[src/rtl/ggt_pkg.sv]
// Shared definitions for the parametrised GCD engine: FSM state encoding and the
// controller-to-datapath command bundle.
package ggt_pkg;

   typedef enum logic [2:0] {
      StIdle   = 3'd0,
      StCheck  = 3'd1,
      StShift  = 3'd2,
      StReduce = 3'd3,
      StDone   = 3'd4
   } ggt_state_e;

   typedef struct packed {
      logic load;
      logic set_or;
      logic shift_both;
      logic shift_a;
      logic shift_b;
      logic sub_ab;
      logic sub_ba;
      logic set_shl;
   } ggt_cmd_t;

endpackage

[src/rtl/ggt_param_ctrl.sv]
// Binary-GCD sequencer: walks IDLE/CHECK/SHIFT/REDUCE/DONE from datapath flags and
// keeps the saturating per-request cycle counter.
module ggt_param_ctrl
   import ggt_pkg::*;
#(
   parameter int unsigned CNT_W = 8
) (
   input  logic             clk_i,
   input  logic             rst_ni,
   input  logic             start_i,
   input  logic             a_zero_i,
   input  logic             b_zero_i,
   input  logic             a_even_i,
   input  logic             b_even_i,
   input  logic             a_eq_b_i,
   input  logic             a_gt_b_i,
   output ggt_cmd_t         cmd_o,
   output logic             ready_o,
   output logic             valid_o,
   output logic [CNT_W-1:0] cycles_o
);

   localparam logic [CNT_W-1:0] CntMax = '1;

   ggt_state_e       state_q, state_d;
   logic [CNT_W-1:0] count_q, count_d;
   logic [CNT_W-1:0] cycles_q, cycles_d;
   logic [CNT_W:0]   count_p2;

   // Results are published on entry to DONE: the entry cycle and DONE itself still count.
   assign count_p2 = {1'b0, count_q} + (CNT_W + 1)'(2);

   always_comb begin
      state_d  = state_q;
      cmd_o    = '0;
      count_d  = count_q;
      cycles_d = cycles_q;

      if (state_q != StIdle) begin
         count_d = (count_q == CntMax) ? CntMax : count_q + CNT_W'(1);
      end

      unique case (state_q)
         StIdle: begin
            if (start_i) begin
               cmd_o.load = 1'b1;
               count_d    = '0;
               state_d    = StCheck;
            end
         end
         StCheck: begin
            if (a_zero_i || b_zero_i) begin
               cmd_o.set_or = 1'b1;
               state_d      = StDone;
            end else begin
               state_d = StShift;
            end
         end
         StShift: begin
            if (a_even_i && b_even_i) begin
               cmd_o.shift_both = 1'b1;
            end else begin
               state_d = StReduce;
            end
         end
         StReduce: begin
            if (a_eq_b_i) begin
               cmd_o.set_shl = 1'b1;
               state_d       = StDone;
            end else if (a_even_i) begin
               cmd_o.shift_a = 1'b1;
            end else if (b_even_i) begin
               cmd_o.shift_b = 1'b1;
            end else if (a_gt_b_i) begin
               cmd_o.sub_ab = 1'b1;
            end else begin
               cmd_o.sub_ba = 1'b1;
            end
         end
         StDone: begin
            state_d = StIdle;
         end
         default: begin
            state_d = StIdle;
         end
      endcase

      if (state_d == StDone && state_q != StDone) begin
         cycles_d = (count_p2 > {1'b0, CntMax}) ? CntMax : count_p2[CNT_W-1:0];
      end
   end

   always_ff @(posedge clk_i or negedge rst_ni) begin
      if (!rst_ni) begin
         state_q  <= StIdle;
         count_q  <= '0;
         cycles_q <= '0;
      end else begin
         state_q  <= state_d;
         count_q  <= count_d;
         cycles_q <= cycles_d;
      end
   end

   assign ready_o  = (state_q == StIdle);
   assign valid_o  = (state_q == StDone);
   assign cycles_o = cycles_q;

endmodule

[src/rtl/ggt_param_core.sv]
// WIDTH-bit binary (Stein) GCD engine with start/ready handshake, zero flag and cycle count.
// Holds the a/b/k datapath; sequencing lives in ggt_param_ctrl.
module ggt_param_core
   import ggt_pkg::*;
#(
   parameter int unsigned WIDTH = 16,
   parameter int unsigned KW    = 5,
   parameter int unsigned CNT_W = 8
) (
   input  logic             clk,
   input  logic             rst_i,
   input  logic             start_i,
   input  logic [WIDTH-1:0] Zahl1_i,
   input  logic [WIDTH-1:0] Zahl2_i,
   output logic             ready_o,
   output logic             valid_o,
   output logic [WIDTH-1:0] ergebnis_o,
   output logic             zero_o,
   output logic [CNT_W-1:0] cycles_o
);

   ggt_cmd_t         cmd;
   logic [WIDTH-1:0] a_q, b_q;
   logic [KW-1:0]    k_q;
   logic [WIDTH-1:0] res_q;
   logic             zero_q;
   logic             a_zero, b_zero, a_even, b_even, a_eq_b, a_gt_b;

   assign a_zero = (a_q == '0);
   assign b_zero = (b_q == '0);
   assign a_even = ~a_q[0];
   assign b_even = ~b_q[0];
   assign a_eq_b = (a_q == b_q);
   assign a_gt_b = (a_q > b_q);

   ggt_param_ctrl #(
      .CNT_W (CNT_W)
   ) u_ctrl (
      .clk_i    (clk),
      .rst_ni   (rst_i),
      .start_i  (start_i),
      .a_zero_i (a_zero),
      .b_zero_i (b_zero),
      .a_even_i (a_even),
      .b_even_i (b_even),
      .a_eq_b_i (a_eq_b),
      .a_gt_b_i (a_gt_b),
      .cmd_o    (cmd),
      .ready_o  (ready_o),
      .valid_o  (valid_o),
      .cycles_o (cycles_o)
   );

   // res is written straight into the output register so it is already new while valid_o=1.
   always_ff @(posedge clk or negedge rst_i) begin
      if (!rst_i) begin
         a_q    <= '0;
         b_q    <= '0;
         k_q    <= '0;
         res_q  <= '0;
         zero_q <= 1'b0;
      end else begin
         if (cmd.load) begin
            a_q <= Zahl1_i;
            b_q <= Zahl2_i;
            k_q <= '0;
         end
         if (cmd.set_or) begin
            res_q  <= a_q | b_q;
            zero_q <= a_zero & b_zero;
         end
         if (cmd.shift_both) begin
            a_q <= a_q >> 1;
            b_q <= b_q >> 1;
            k_q <= k_q + KW'(1);
         end
         if (cmd.shift_a) a_q <= a_q >> 1;
         if (cmd.shift_b) b_q <= b_q >> 1;
         if (cmd.sub_ab)  a_q <= a_q - b_q;
         if (cmd.sub_ba)  b_q <= b_q - a_q;
         if (cmd.set_shl) begin
            res_q  <= a_q << k_q;
            zero_q <= 1'b0;
         end
      end
   end

   assign ergebnis_o = res_q;
   assign zero_o     = zero_q;

endmodule

[config.mk]
export PLATFORM = sky130hd
export DESIGN_NAME = ggt_param_core
export DESIGN_NICKNAME = d
export VERILOG_FILES = /design/src/rtl/ggt_pkg.sv /design/src/rtl/ggt_param_ctrl.sv /design/src/rtl/ggt_param_core.sv
export SDC_FILE = /design/constraint.sdc
export NUM_CORES = 1
export LEC_CHECK = 0
export BUFFER_PORTS_ARGS = -buffer_cell sky130_fd_sc_hd__clkbuf_2
export CAP_MARGIN = 20
export CORE_MARGIN = 4
export CORE_UTILIZATION = 60
export CTS_CLUSTER_DIAMETER = 50
export DETAILED_ROUTE_END_ITERATION = 10
export GPL_ROUTABILITY_DRIVEN = 0
export PLACE_DENSITY = 0.8
export SYNTH_ARGS = -nofsm -noshare
export SYNTH_HDL_FRONTEND = slang
export SYNTH_SLANG_ARGS = --single-unit
[constraint.sdc]
create_clock -name clk -period 6.2 [get_ports clk]
set_input_delay 1.24 -clock clk [delete_from_list [all_inputs] [get_ports clk]]
set_output_delay 1.24 -clock clk [all_outputs]
set_load 0.005 [all_outputs]
### After elaboration in Yosys (flattened, before gate mapping)

Cells that the tools add are included.

| storage, ports and cells | value |
|---|---|
| register bits after elaboration | 73 |
| bits of input ports | 35 |
| output and inout port bits | 27 |
| logic and storage cells | 78 |

| operators by class | value |
|---|---|
| $add $sub $neg | 5 |
| order comparisons | 2 |
| equality and inequality tests | 8 |
| shift-type cells | 1 |
| muxes and demuxes | 39 |
| bitwise logic cells | 4 |
| reduce and logical (&&, ||, !) cells | 11 |

Operators with widths:

| kind | number |
|---|---|
| $mux W16 | 10 |
| $mux W8 | 5 |
| $logic_not A16 Y1 | 2 |
| $sub A16 B16 Y16 | 2 |
| $eq A16 B16 Y1 | 1 |
| $gt A16 B16 Y1 | 1 |
| $or A16 B16 Y16 | 1 |
| $shl A16 B5 Y16 | 1 |
| $mux W3 | 5 |
| $mux W5 | 3 |
| $mux W1 | 13 |
| $pmux W3 S4 | 1 |
| $add A8 B2 Y9 const B | 1 |
| $gt A9 B8 Y1 const B | 1 |
| $add A8 B1 Y8 const B | 1 |
| $eq A8 B8 Y1 const B | 1 |
| $reduce_bool A4 Y1 | 2 |
| $eq A3 B2 Y1 const B | 2 |
| $eq A3 B3 Y1 const B | 2 |
| $add A5 B1 Y5 const B | 1 |
| $mux W4 | 1 |
| $reduce_bool A2 Y1 | 2 |
| $eq A3 B1 Y1 const B | 1 |
| $logic_not A3 Y1 | 1 |
| other kinds (7) | 9 |

### Logic depth before layout (Yosys ltp)

Gate-level depths: netlist (run 1).

| logic depth | value |
|---|---|
| depth after elaboration | 8 |
| depth in mapped cells | 12 |
| depth with buffers taken out | 10 |

### By module

From an unflattened synthesis (run 1), not the netlist that was laid out.

| second synthesis, totals | value |
|---|---|
| cells, all modules | 776 |
| area total of the unflattened synthesis | 6,600.1 µm² |

By module, submodules not included:

| module | times used | cells an instance | area each (µm²) | sequential area each (µm²) |
|---|---|---|---|---|
| ggt_param_core | 1 | 641 | 5,415.2 | 1,351.3 |
| ggt_param_ctrl | 1 | 135 | 1,184.9 | 475.5 |

### Least setup slack after synthesis (run 1)

OpenSTA, ideal clock, no wires.

| timing path | value |
|---|---|
| path type | register to register |
| start | register a_q[14] |
| end | register b_q[10] |
| data arrival time | 2.691 ns |
| path slack | 3.385 ns |
| stages on the path, launching flop included | 12 |
| clock period less this slack | 2.815 ns |
| cell sequence | dfrtp_1 > inv_1 > ha_1 > buf_6 > or4_4 > nor4_4 > a21o_4 > o21ai_2 > buf_2 > a211oi_1 > a21oi_1 > mux2_2 |

| between the ends | value |
|---|---|
| cells in the longest elaborated chain, start to end | 7 |
| elaborated cells between the ends (all ways) | 10 |
| classes of those cells | order compare (1); eq/ne (1); mux (7); reduce/logical (1) |

Ends and longest elaborated chain:

| what | line | text |
|---|---|---|
| from (decl) | ggt_param_core.sv:23 | `logic [WIDTH-1:0] a_q, b_q;` |
| from (signal assigned) | ggt_param_core.sv:64 | `a_q <= Zahl1_i;` |
| from (signal assigned) | ggt_param_core.sv:73 | `a_q <= a_q >> 1;` |
| from (signal assigned) | ggt_param_core.sv:77 | `if (cmd.shift_a) a_q <= a_q >> 1;` |
| $gt A16 B16 Y1 | ggt_param_core.sv:34 | `assign a_gt_b = (a_q > b_q);` |
| $mux W1 | ggt_param_ctrl.sv:74 | `end else if (a_gt_b_i) begin` |
| $mux W2 | ggt_param_ctrl.sv:72 | `end else if (b_even_i) begin` |
| $mux W3 | ggt_param_ctrl.sv:70 | `end else if (a_even_i) begin` |
| $mux W4 (*) | ggt_param_ctrl.sv:67 | `if (a_eq_b_i) begin` |
| $mux W5 (*) | ggt_param_ctrl.sv:43 | `unique case (state_q)` |
| $reduce_bool A4 Y1 (no line) or $mux W16 (tied branches) | -- |  |
| to (signal assigned) | ggt_param_core.sv:65 | `b_q <= Zahl2_i;` |
| to (signal assigned) | ggt_param_core.sv:74 | `b_q <= b_q >> 1;` |
| to (signal assigned) | ggt_param_core.sv:78 | `if (cmd.shift_b) b_q <= b_q >> 1;` |
| to (decl) | ggt_param_core.sv:23 |  |

Every way passes the cells marked *; elsewhere a longest branch is shown, timed or not.
A chain may end at the register's enable or synchronous reset.

### Worst setup path in the final report (run 1)

| timing path | value |
|---|---|
| start | register a_q[13] |
| end | register u_ctrl.cycles_q[3], in the netlist u_ctrl.cycles_o[3] |

| between the ends | value |
|---|---|
| cells in the longest elaborated chain, start to end | 6 |
| elaborated cells between the ends (all ways) | 8 |
| classes of those cells | eq/ne (2); mux (3); reduce/logical (3) |

Ends and longest elaborated chain:

| what | line | text |
|---|---|---|
| $logic_not A16 Y1 | ggt_param_core.sv:29 | `assign a_zero = (a_q == '0);` |
| $logic_or A1 B1 Y1 | ggt_param_ctrl.sv:52 | `if (a_zero_i \|\| b_zero_i) begin` |
| $mux W3 | ggt_param_ctrl.sv:52 |  |
| $pmux W3 S4 (*) | ggt_param_ctrl.sv:43 |  |
| $eq A3 B3 Y1 (*) | ggt_param_ctrl.sv:88 | `if (state_d == StDone && state_q != StDone) begin` |
| $logic_and A1 B1 Y1 (*) | ggt_param_ctrl.sv:88 |  |
| to (signal assigned) | ggt_param_ctrl.sv:101 | `cycles_q <= cycles_d;` |
| to (decl) | ggt_param_ctrl.sv:27 | `logic [CNT_W-1:0] cycles_q, cycles_d;` |

Marked as above.

==> results of run 1 <==
-- worst max-delay path by stage --
stage | slack (ps) | from | cells after the start | to
floorplan | 3380 | a_q[14] | 11 | b_q[10]
global placement | 2320 | a_q[12] | 9 | u_ctrl.cycles_o[3]
detailed placement | 2170 | a_q[13] | 9 | u_ctrl.cycles_o[3]
CTS | 2120 | a_q[13] | 9 | u_ctrl.cycles_o[3]
global route | 1740 | a_q[13] | 9 | u_ctrl.cycles_o[3]
finish | 2070 | a_q[13] | 9 | u_ctrl.cycles_o[3]
-- kinds of logic after synthesis --
group | after synthesis | share of synthesized area
compound gates | 230 | 0.2288
xor+xnor | 33 | 0.04557
fa+ha+maj | 55 | 0.1109
buf+inv | 101 | 0.06589
flops | 73 | 0.2880
mux | 43 | 0.09173
simple gates | 227 | 0.1691
-- power by group through the flow --
| stage | combinational [mW] | clock (mW) | sequential, mW |
|---|---|---|---|
| finish | 2.93 | 0.481 | 0.950 |
| CTS | 2.85 | 0.483 | 0.942 |
| global route | 3.19 | 0.509 | 0.984 |
| global placement | 2.74 | 0 | 0.935 |
| floorplan | 2.26 | 0 | 0.808 |
| detailed placement | 2.81 | 0 | 0.952 |
-- Yosys cell counts (7+ instances only) --
| library cell | instances |
|---|---|
| o21ai_0 | 28 |
| buf_2 | 12 |
| a211oi_1 | 22 |
| nor4_1 | 11 |
| clkbuf_1 | 25 |
| mux2_2 | 11 |
| mux2i_1 | 21 |
| a31oi_1 | 22 |
| ha_1 | 53 |
| nand2_1 | 61 |
| and2_1 | 7 |
| a21oi_1 | 107 |
| nor2_1 | 86 |
| xor2_1 | 7 |
| dfrtp_1 | 73 |
| mux4_2 | 11 |
| nor3_1 | 13 |
| nor2b_1 | 14 |
| nand3_1 | 9 |
| inv_1 | 56 |
| xnor2_1 | 26 |
-- layout make-up --
class / instances / area (um^2) / area share
Clock buffer: 10 / 137.6 / 0.01987
Clock inverter: 6 / 112.6 / 0.01625
Inverter: 57 / 214.0 / 0.03088
Multi-Input combinational cell: 588 / 4109 / 0.5931
Sequential cell: 73 / 1827 / 0.2637
Tap cell: 136 / 170.2 / 0.02456
Timing Repair Buffer: 67 / 357.8 / 0.05165
-- worst register-to-register path: cells and delay by family, from the launching register on --
kind / cells / cell delay (ps)
compound gates: 3 / 1020
buf+inv: 1 / 110
flops: 1 / 500
fa+ha+maj: 1 / 520
simple gates: 4 / 1860
-- flip-flops by register name (all words and copies together) (netlist names) --
signal and cells:
a_q 16, k_q 5, u_ctrl.count_q 8, zero_o 1, u_ctrl.cycles_o 8, ergebnis_o 16, b_q 16, u_ctrl.state_q 3
-- metrics by stage --
| step | instances | worst slack (ps) | hold WS (ps) |
|---|---|---|---|
| after floorplan | 762 | 3385 | 489.3 |
| after global placement | 920 | 2317 | 498.3 |
| after detailed placement | 920 | 2166 | 518.2 |
| after CTS | 936 | 2119 | 539.2 |
| after global routing | 937 | 1738 | 559.6 |
| final | 937 | 2074 | 531.2 |
-- metal layers --
metal	GRT usage	part of all wire
met1	0.3807	0.43
met3	0.06059	0.085
met5	0	0
met2	0.4482	0.46
met4	0.08046	0.024
==> impl_table.tex, run 1 <==
\begin{tabular}{lr}
\hline
Metric & Value \\
\hline
\multicolumn{2}{l}{\textbf{Global routing}} \\
Overall routing resource usage & 0.2791 \\
Remaining Overflow, GRT & 0 \\
Vias in the first global route & between 5000 and 6000 \\
Maximum number of pins on one net before global-route repair & 74 \\
Wire length of the first global-routing pass & approximately 28000 um \\
Number of antenna violations at the first check in global routing & 0 \\
\multicolumn{2}{l}{\textbf{Min path}} \\
Worst min-delay path class & reg2reg \\
Hold wc startpoint & u\_ctrl.cycles\_o[4] \\
Worst Hold Path EP & u\_ctrl.cycles\_o[4] \\
Hold Path Stages & 2 \\
\multicolumn{2}{l}{\textbf{CTS}} \\
Post CTS Setup Buffer Count & 0 \\
Resized cells post-CTS & 0 \\
Clock transition at path regs & 80 ps \\
Clock latency reported for the late side of the worst-skew pair & 370 ps \\
Number of buffers added to fix hold violations after cts & 0 \\
Root buf cell & clkbuf\_8 \\
CTS tree & yes \\
Clock Path Buffers & 2 \\
Number of buffers created by CTS & 9 \\
Clock net sink count & 73 \\
H-tree levels & 3 \\
\multicolumn{2}{l}{\textbf{Finish}} \\
Area of all placed cells without fillers & 6928 um\^{}2 \\
Commonest non-fill, non-tap cells in the layout & a21oi\_1, nor2\_1, dfrtp\_1, nand2\_1, clkbuf\_2 \\
Fin nets & 886 \\
Layout cells sized above 1 & 0.1523 \\
ANT cells & 0 \\
Commonest non-fill, non-tap cell in the layout & a21oi\_1 \\
Layout Area Growth over Synthesis & 9.233\% \\
Layout Utilization & 0.6711 \\
Filler instances & 863 \\
\multicolumn{2}{l}{\textbf{STA}} \\
RSZ-0062 raised after global routing & false \\
Fin. Hold Viols & 0 \\
Number of setup violations in the final report & 0 \\
Final setup TNS & 0 ps \\
Final Max Tran Viols & 0 \\
Peak clock frequency supported by timing & 0.2423 GHz \\
Fin crit share & 0.6655 \\
Worst-margin pin slew & 980.8 ps \\
Tightest slew margin relative to the limit & 0.3461 \\
Post-layout min period & $\sim$4100 ps \\
Largest clock skew in the final design & $\sim$13 ps \\
\multicolumn{2}{l}{\textbf{Die}} \\
Height of the die & 110.8 um \\
Die width & 110.8 um \\
Area of the die & approximately 12000 um\^{}2 \\
Floorplan core area & a little over 10000 um\^{}2 \\
Number of top-level pins & just over 60 \\
Initial Util & 0.6143 \\
Row count & 37 \\
\multicolumn{2}{l}{\textbf{Setup path}} \\
Crit-path max FO & 44 \\
Critical path arrival & 4370 ps \\
Crit path required time & 6450 ps \\
Number of cells traversed by the worst register-to-register path & 9 \\
Start-to-end type of the worst setup path & reg2reg \\
RR Endpoint & u\_ctrl.cycles\_o[3] \\
Category of the worst setup path launch point & flop \\
CP max stage delay & 770 ps \\
Worst Setup End Kind & flop \\
Standard cell with the maximum stage delay on the critical path & and2b\_1 \\
Cell family with the largest share of critical-path delay & simple AND/OR/NAND/NOR gates \\
RR Startpoint & a\_q[13] \\
R2R setup slack & 2070 ps \\
Cell-by-cell trace of the critical path & inv\_1, ha\_1, or4\_4, nor4\_4, and2\_1, and2b\_1, o21bai\_4, a21boi\_4, a31oi\_1 \\
Buffer and inverter count on the worst path & 1 \\
\multicolumn{2}{l}{\textbf{Routing}} \\
Wire length per cell after detailed routing & 18.35 um \\
Length of the first detailed-routing pass in iterations & 5 \\
Total Routed Length & 17190 um \\
Via count & about 5900 \\
Via-per-instance ratio & 6.277 \\
DRC marker count from the first detailed-route iteration & 700 \\
Antenna-violating nets left & 0 \\
Number of remaining DRC errors & 0 \\
\multicolumn{2}{l}{\textbf{Logic synthesis}} \\
Cell type with the highest aggregate area in the netlist & dfrtp\_1 \\
Synthesized area per cell & between 8 and 9 um\^{}2 \\
Net Count, Synth & 852 \\
Post-synthesis cell count & around 760 \\
Sequential area share after synthesis & 0.2880 \\
Flops \& latches, synth & 73 \\
Cell types occupying the most area after synthesis & dfrtp\_1, ha\_1, a21oi\_1, nor2\_1, mux4\_2 \\
Fraction of registers with async set/reset & 1.000 \\
Flip-flop cell with the highest count after synthesis & dfrtp\_1 \\
Count of different cell masters after synthesis & 66 \\
Post-synthesis instance area & 6342 um\^{}2 \\
Number of synthesis warnings & 0 \\
Synth top area share & 0.2880 \\
Number of enable flip-flop cells after synthesis & 0 \\
\multicolumn{2}{l}{\textbf{Placed design}} \\
Post-DP HPWL & between 10000 and 15000 um \\
Number of buffers added on ports & 61 \\
Area of placed instances & 6663 um\^{}2 \\
\multicolumn{2}{l}{\textbf{Power}} \\
Overall power & 4.364 mW \\
Pint & 2.124 mW \\
Part of the power in the clock network & 0.110 \\
Part of the total power dissipated in sequential elements & 0.218 \\
Combinational group share of total power & 0.672 \\
Worst supply voltage drop on vdd & 316.9 uV \\
Power per cell area & 629.9 nW/um\^{}2 \\
Switching fraction of total power & 0.5133 \\
Static Leakage & roughly 3.1 nW \\
Switching component of the power & 2.240 mW \\
\multicolumn{2}{l}{\textbf{Run status}} \\
Result of the run & finished, final reports clean \\
\multicolumn{2}{l}{\textbf{Run}} \\
Number of max-cap violations & 0 \\
\hline
\end{tabular}
Note: power is estimated with default switching activity, not from simulation.
==> run 2, diff against run 1 <==
- ABC_AREA: default -> 1
- PLACE_DENSITY: 0.8 -> 0.79
- clock period: 6.2 -> 4.3 ns (I/O delays scaled with it)
==> run 2 against run 1 <==
Routed wire length is 28% higher. Clock skew is 2.7 ps lower. Total power decreased by 45%. Utilization down 0.58 points. Non-clock buffer count fell by 4. Maximum frequency up 35%. First-iteration DRC count grew 11%. Clock power is 75% higher. Cell count grew 42%. Via count increased by 31%. Sequential share of layout area shrank 3.4 points. Combinational power shrank 75%.
==> impl_table.tex, run 2 <==
\begin{tabular}{lr}
\hline
Metric & Value \\
\hline
\multicolumn{2}{l}{\textbf{Die}} \\
Area of the die & 14030 um\^{}2 \\
Number of top-level pins & 62 \\
Floorplan core area & 11960 um\^{}2 \\
Height of the die & 118.5 um \\
Die width & 118.5 um \\
Row count & 40 \\
Initial Util & 0.6119 \\
\multicolumn{2}{l}{\textbf{Power}} \\
Switching fraction of total power & 0.3592 \\
Worst supply voltage drop on vdd & 161.1 uV \\
Part of the total power dissipated in sequential elements & 0.347 \\
Combinational group share of total power & 0.304 \\
Switching component of the power & 868.7 uW \\
Pint & 1.550 mW \\
Static Leakage & roughly 4.3 nW \\
Part of the power in the clock network & 0.349 \\
Power per cell area & 303.9 nW/um\^{}2 \\
\multicolumn{2}{l}{\textbf{Routing}} \\
Via-per-instance ratio & 5.803 \\
Antenna-violating nets left & 0 \\
DRC marker count from the first detailed-route iteration & 775 \\
Number of remaining DRC errors & 0 \\
Length of the first detailed-routing pass in iterations & 5 \\
Via count & 7729 \\
Wire length per cell after detailed routing & 16.56 um \\
Total Routed Length & around 22000 um \\
\multicolumn{2}{l}{\textbf{Setup path}} \\
Cell-by-cell trace of the critical path & inv\_1, ha\_1, nor2\_4, nand2\_1, nor2\_2, nand2\_4, nand3\_4, nand2\_4, nor2\_8, nand2\_2, nand3\_1, nand2\_1 \\
Standard cell with the maximum stage delay on the critical path & dfrtp\_1 \\
Crit path required time & 4530 ps \\
Start-to-end type of the worst setup path & reg2reg \\
Crit-path max FO & 27 \\
Cell family with the largest share of critical-path delay & simple AND/OR/NAND/NOR gates \\
Category of the worst setup path launch point & flop \\
CP max stage delay & 470 ps \\
Buffer and inverter count on the worst path & 1 \\
RR Endpoint & b\_q[1] \\
Worst Setup End Kind & flop \\
RR Startpoint & a\_q[6] \\
Number of cells traversed by the worst register-to-register path & 12 \\
Critical path arrival & 3280 ps \\
R2R setup slack & 1250 ps \\
\multicolumn{2}{l}{\textbf{Global routing}} \\
Maximum number of pins on one net before global-route repair & 74 \\
Wire length of the first global-routing pass & 35170 um \\
Number of antenna violations at the first check in global routing & 1 \\
Vias in the first global route & 7095 \\
Overall routing resource usage & 0.3112 \\
Most Crowded Layer GR & met2 \\
Remaining Overflow, GRT & 0 \\
Met3 track demand over resource & 0.06220 \\
Met1 routing resource usage after global routing & 0.3973 \\
Met2 track demand over resource & 0.5109 \\
\multicolumn{2}{l}{\textbf{Logic synthesis}} \\
Sequential area share after synthesis & 0.2496 \\
Cell type with the highest aggregate area in the netlist & dfrtp\_1 \\
Top cell types by occurrence after synthesis & nand2\_1, inv\_1, nand3\_1 \\
Net Count, Synth & 1231 \\
Synthesized area per cell & approximately 6.4 um\^{}2 \\
Fraction of registers with async set/reset & 1.000 \\
Dominant cell by count in the synthesized netlist & nand2\_1 \\
Number of synthesis warnings & 0 \\
Count of different cell masters after synthesis & 49 \\
Flops \& latches, synth & 73 \\
Synth top area share & 0.2496 \\
Post-synthesis instance area & approximately 7300 um\^{}2 \\
Flip-flop cell with the highest count after synthesis & dfrtp\_1 \\
Post-synthesis cell count & 1141 \\
Cell types occupying the most area after synthesis & dfrtp\_1, nand2\_1, ha\_1, nand3\_1, inv\_1 \\
Number of enable flip-flop cells after synthesis & 0 \\
\multicolumn{2}{l}{\textbf{Finish}} \\
Non-filler instance count after layout & $\sim$1300 \\
Commonest non-fill, non-tap cell in the layout & nand2\_1 \\
Layout cells sized above 1 & 0.1165 \\
Commonest non-fill, non-tap cells in the layout & nand2\_1, inv\_1, nand3\_1, o21ai\_0, nor2\_1 \\
Layout Area Growth over Synthesis & 8.718\% \\
Layout Utilization & 0.6653 \\
ANT cells & 0 \\
Fin nets & around 1300 \\
\multicolumn{2}{l}{\textbf{STA}} \\
Largest clock skew in the final design & 10.40 ps \\
Final setup TNS & 0 ps \\
Tightest slew margin relative to the limit & 0.3636 \\
Peak clock frequency supported by timing & 0.3282 GHz \\
RSZ-0062 raised after global routing & false \\
Fin. Hold Viols & 0 \\
Final Max Tran Viols & 0 \\
Number of setup violations in the final report & 0 \\
Post-layout min period & 3047 ps \\
Fin crit share & 0.7086 \\
Worst-margin pin slew & about 950 ps \\
Worst-case hold slack & approximately 480 ps \\
\multicolumn{2}{l}{\textbf{Min path}} \\
Hold wc startpoint & u\_ctrl.cycles\_o[3] \\
Worst min-delay path class & reg2reg \\
Worst Hold Path EP & u\_ctrl.cycles\_o[3] \\
Hold Path Stages & 2 \\
\multicolumn{2}{l}{\textbf{CTS}} \\
H-tree levels & 3 \\
Clock transition at path regs & 60 ps \\
Number of buffers created by CTS & 9 \\
Clock latency reported for the late side of the worst-skew pair & 350 ps \\
CTS tree & yes \\
Number of buffers added to fix hold violations after cts & 0 \\
Clock Path Buffers & 2 \\
Root buf cell & clkbuf\_16 \\
Post CTS Setup Buffer Count & 0 \\
Clock net sink count & 73 \\
Resized cells post-CTS & 0 \\
\multicolumn{2}{l}{\textbf{Placed design}} \\
Placed insts & 1316 \\
Number of buffers added on ports & 61 \\
Post-DP HPWL & 16990 um \\
\multicolumn{2}{l}{\textbf{Run}} \\
Number of max-cap violations & 0 \\
\multicolumn{2}{l}{\textbf{Run status}} \\
Result of the run & finished, final reports clean \\
\hline
\end{tabular}
run 2: changes by cell type in the layout (fill, tap and decap cells not counted), moves of 17 or more:
cell,delta
xnor2_1,-25
a21oi_1,-68
o21ai_0,+61
mux2i_1,-21
inv_1,+66
a211oi_1,-22
nand2_1,+337
nand3_1,+86
nand4_1,+17
run 2: layout make-up:
class                      instances  area [um^2]
clock buffer                      10        239.0
clock inverter                     6        91.34
fill                            1137         4004
inverter                         134        505.5
multi-input combinational        899         4788
sequential                        73         1827
tap                              147        183.9
timing repair buffer              63        322.8
run 2: worst reg2reg max path, cell delays in order (launching register included):
cell and delay [ps]:
dfrtp_1 470, inv_1 230, ha_1 430, nor2_4 180, nand2_1 130, nor2_2 170, nand2_4 190, nand3_4 290
nand2_4 140, nor2_8 260, nand2_2 250, nand3_1 160, nand2_1 50
run 2: worst max path at each step:
stage                    endpoint  slack (ps)  cells past startpoint  startpoint
floorplan                  a_q[8]        1860                     16      a_q[0]
global placement           b_q[1]        1340                     12      a_q[6]
detailed placement  ergebnis_o[6]        1320                     12      a_q[6]
CTS                 ergebnis_o[6]        1300                     12      a_q[6]
finish                     b_q[1]        1250                     12      a_q[6]
global route               b_q[1]        1060                     13      a_q[0]
run 2: routing by layer:
metal | share of wire | vias to the layer above
met1 | 0.41 | 3540
li1 | - | 3749
met3 | 0.080 | 73
met4 | 0.041 | 2
met5 | 0.00068 | -
met2 | 0.47 | 365
run 2: power groups by stage:
| stage | clock [mW] | combinational (mW) | sequential [mW] |
|---|---|---|---|
| 6_report | 0.844 | 0.736 | 0.839 |
| 5_1_grt | 0.875 | 0.822 | 0.849 |
| 4_1_cts | 0.846 | 0.725 | 0.837 |
| 3_5_place_dp | 0 | 0.718 | 0.849 |
| 3_3_place_gp | 0 | 0.709 | 0.847 |
| 2_1_floorplan | 0 | 0.506 | 0.831 |
run 2: metrics by stage:
stage | worst slack, ps | power [mW] | area [um^2]
2_1_floorplan | 1856 | 1.337 | 7320
3_3_place_gp | 1344 | 1.556 | 7627
3_5_place_dp | 1316 | 1.568 | 7627
4_1_cts | 1297 | 2.408 | 7958
5_1_grt | 1056 | 2.546 | 7958
6_report | 1253 | 2.418 | 7958
run 2: logic make-up after synthesis:
| family | Yosys count | synth area share |
|---|---|---|
| AOI/OAI and AO/OA | 174 | 0.1318 |
| DFF | 73 | 0.2496 |
| buffers and inverters | 169 | 0.09624 |
| adders and majority gates | 55 | 0.09607 |
| xor gates and xnor gates | 20 | 0.02393 |
| and+or+nand+nor | 650 | 0.4024 |
==> run 3, diff against run 2 <==
- ABC_AREA: 1 -> 0
- CORE_UTILIZATION: 60 -> 55
- PLACE_DENSITY: 0.79 -> 0.77
- clock period: 4.3 -> 2.8 ns (I/O delays scaled with it)
==> run 3 against run 2 <==
The run now ends with negative setup slack left. Critical path type unchanged. Routed wire length down 9.0%. Global-route usage down 3.1 points. Design area up 1.3%. Total power rose to 4.8 times the previous value. First-iteration DRC count down 10%. Die area down 5.1%. Clock skew down 1.6 ps. Critical endpoint is now ergebnis_o[2]. Utilization up 6.2 points.
==> impl_table.tex, run 3 (synthesized netlist as in run 1, its figures left out) <==
\begin{tabular}{lr}
\hline
Metric & Value \\
\hline
\multicolumn{2}{l}{\textbf{Run status}} \\
Result of the run & finished, violations left \\
Violated checks & negative setup slack \\
\multicolumn{2}{l}{\textbf{Die}} \\
Floorplan core area & 11080 um\^{}2 \\
Height of the die & 115.4 um \\
Number of top-level pins & 62 \\
Area of the die & 13310 um\^{}2 \\
Row count & 38 \\
Die width & 115.4 um \\
Initial Util & 0.5725 \\
\multicolumn{2}{l}{\textbf{Finish}} \\
Non-filler instance count after layout & 1031 \\
Commonest non-fill, non-tap cell in the layout & a21oi\_1 \\
Fin nets & slightly below 1000 \\
Commonest non-fill, non-tap cells in the layout & a21oi\_1, nor2\_1, buf\_4, dfrtp\_1, nand2\_1 \\
ANT cells & 0 \\
Sequential cell area & 1827 um\^{}2 \\
Multi-input gate area in the final layout & 4298 um\^{}2 \\
Layout Area Growth over Synthesis & 27.07\% \\
Layout cells sized above 1 & 0.2761 \\
Filler instances & about 810 \\
Layout Utilization & 0.7275 \\
\multicolumn{2}{l}{\textbf{Setup path}} \\
Cell family with the largest share of critical-path delay & simple AND/OR/NAND/NOR gates \\
Critical path arrival & 3090 ps \\
Buffer and inverter count on the worst path & 3 \\
Start-to-end type of the worst setup path & reg2reg \\
Standard cell with the maximum stage delay on the critical path & or4\_4 \\
Worst Setup End Kind & flop \\
Crit-path max FO & 5 \\
Number of cells on the critical path & 11 \\
CP max stage delay & 570 ps \\
Cell-by-cell trace of the critical path & inv\_2, ha\_4, or4\_4, nor4\_4, buf\_4, and2\_4, and2b\_2, buf\_6, nor2\_1, a31o\_2, mux2\_2 \\
Crit path required time & 3050 ps \\
Category of the worst setup path launch point & flop \\
Number of cells traversed by the worst register-to-register path & 11 \\
\multicolumn{2}{l}{\textbf{Run}} \\
Number of max-cap violations & 0 \\
\multicolumn{2}{l}{\textbf{STA}} \\
Tightest slew margin relative to the limit & 0.3633 \\
RSZ-0062 raised after global routing & true \\
Minimum setup slack in the final design & -46.38 ps \\
Post-layout min period & 2846 ps \\
Final Max Tran Viols & 0 \\
Number of setup violations in the final report & 22 \\
Fin crit share & 1.017 \\
Largest clock skew in the final design & roughly 9 ps \\
Fin. Hold Viols & 0 \\
Peak clock frequency supported by timing & 0.3513 GHz \\
Final setup TNS & -442.4 ps \\
Worst-margin pin slew & 955.0 ps \\
\multicolumn{2}{l}{\textbf{CTS}} \\
CTS tree & yes \\
Number of buffers created by CTS & 9 \\
Clock net sink count & 73 \\
Clock Path Buffers & 2 \\
H-tree levels & 3 \\
Number of buffers added to fix hold violations after cts & 0 \\
Clock transition at path regs & about 60 ps \\
Root buf cell & clkbuf\_16 \\
Clock latency reported for the late side of the worst-skew pair & 360 ps \\
\multicolumn{2}{l}{\textbf{Routing}} \\
Antenna-violating nets left & 0 \\
DRC marker count from the first detailed-route iteration & roughly 700 \\
Number of remaining DRC errors & 0 \\
Length of the first detailed-routing pass in iterations & 11 \\
Total length of routed met2 wires & between 9000 and 10000 um \\
Top layer used by detailed routing & met4 \\
Total Routed Length & 20080 um \\
Wire length per cell after detailed routing & 19.48 um \\
WL met1 & 8193 um \\
Via-per-instance ratio & approximately 6.2 \\
Via count & 6425 \\
Amount of wire on met3 after detailed routing & 1842 um \\
\multicolumn{2}{l}{\textbf{Power}} \\
Worst supply voltage drop on vdd & 747.3 uV \\
Overall power & 11.54 mW \\
Power per cell area & 1432 nW/um\^{}2 \\
Static Leakage & 3.665 nW \\
\multicolumn{2}{l}{\textbf{Global routing}} \\
Remaining Overflow, GRT & 0 \\
Maximum number of pins on one net before global-route repair & 74 \\
Overall routing resource usage & 0.2797 \\
Number of antenna violations at the first check in global routing & 0 \\
Vias in the first global route & 5855 \\
Wire length of the first global-routing pass & 29280 um \\
\multicolumn{2}{l}{\textbf{Min path}} \\
Worst min-delay path class & in2async \\
\multicolumn{2}{l}{\textbf{Placed design}} \\
Placed insts & 991 \\
Number of buffers added on ports & 61 \\
Post-DP HPWL & 13910 um \\
\hline
\end{tabular}
-- run 3: layout make-up --
class | instances | area share
clock inverters | 6 | 0.01133
well taps | 140 | 0.02174
flip-flops and latches | 73 | 0.2267
clock buffers | 10 | 0.02841
repair buffers | 157 | 0.1520
multi-input cells | 588 | 0.5333
inverters | 57 | 0.02655
-- run 3: worst register-to-register path: stages (launching register included) --
cell and delay, ps:
dfrtp_1 420, inv_2 120, ha_4 210, or4_4 570
nor4_4 310, buf_4 180, and2_4 130, and2b_2 170
buf_6 130, nor2_1 50, a31o_2 200, mux2_2 260
-- run 3: power by group --
part,switching (mW),internal [mW],leakage [nW],total (mW)
sequential,0.402,1.43,0.946,1.83
combinational,4.70,3.71,2.56,8.41
clock,0.508,0.785,0.157,1.29
total,5.61,5.92,3.66,11.5
-- run 3: worst paths after layout --
path | startpoint | end | slack, ps
max in group asynchronous | rst_i | b_q[7] | 1830
worst max-delay path | b_q[13] | ergebnis_o[2] | -50
worst min register to register | u_ctrl.cycles_o[4] | u_ctrl.cycles_o[4] | 520
worst max register to register | b_q[13] | ergebnis_o[2] | -50
worst min-delay path | rst_i | ergebnis_o[11] | 330
min in group clk | u_ctrl.cycles_o[4] | u_ctrl.cycles_o[4] | 520
-- run 3: metrics by stage --
step	hold slack, ps	worst slack (ps)	cell area [um^2]
2_1_floorplan	264.4	54.48	6342
3_3_place_gp	501.3	53.68	7223
3_5_place_dp	497.2	-39.75	7223
4_1_cts	387.5	12.01	7547
5_1_grt	433.4	-128.3	8059
6_report	331.9	-46.38	8059
-- run 3: timing repair --
item                                    CTS  global route
setup buffers                             0            18
pin swaps                                 0            17
gates resized for setup                   1            54
gates cloned                              0             6
endpoints found under the setup margin    3            46
-- run 3: per-layer routing --
layer,GRT usage,up-vias
met5,0,-
li1,-,2943
met2,0.4387,345
met4,0.08059,0
met3,0.07263,76
met1,0.3829,3061
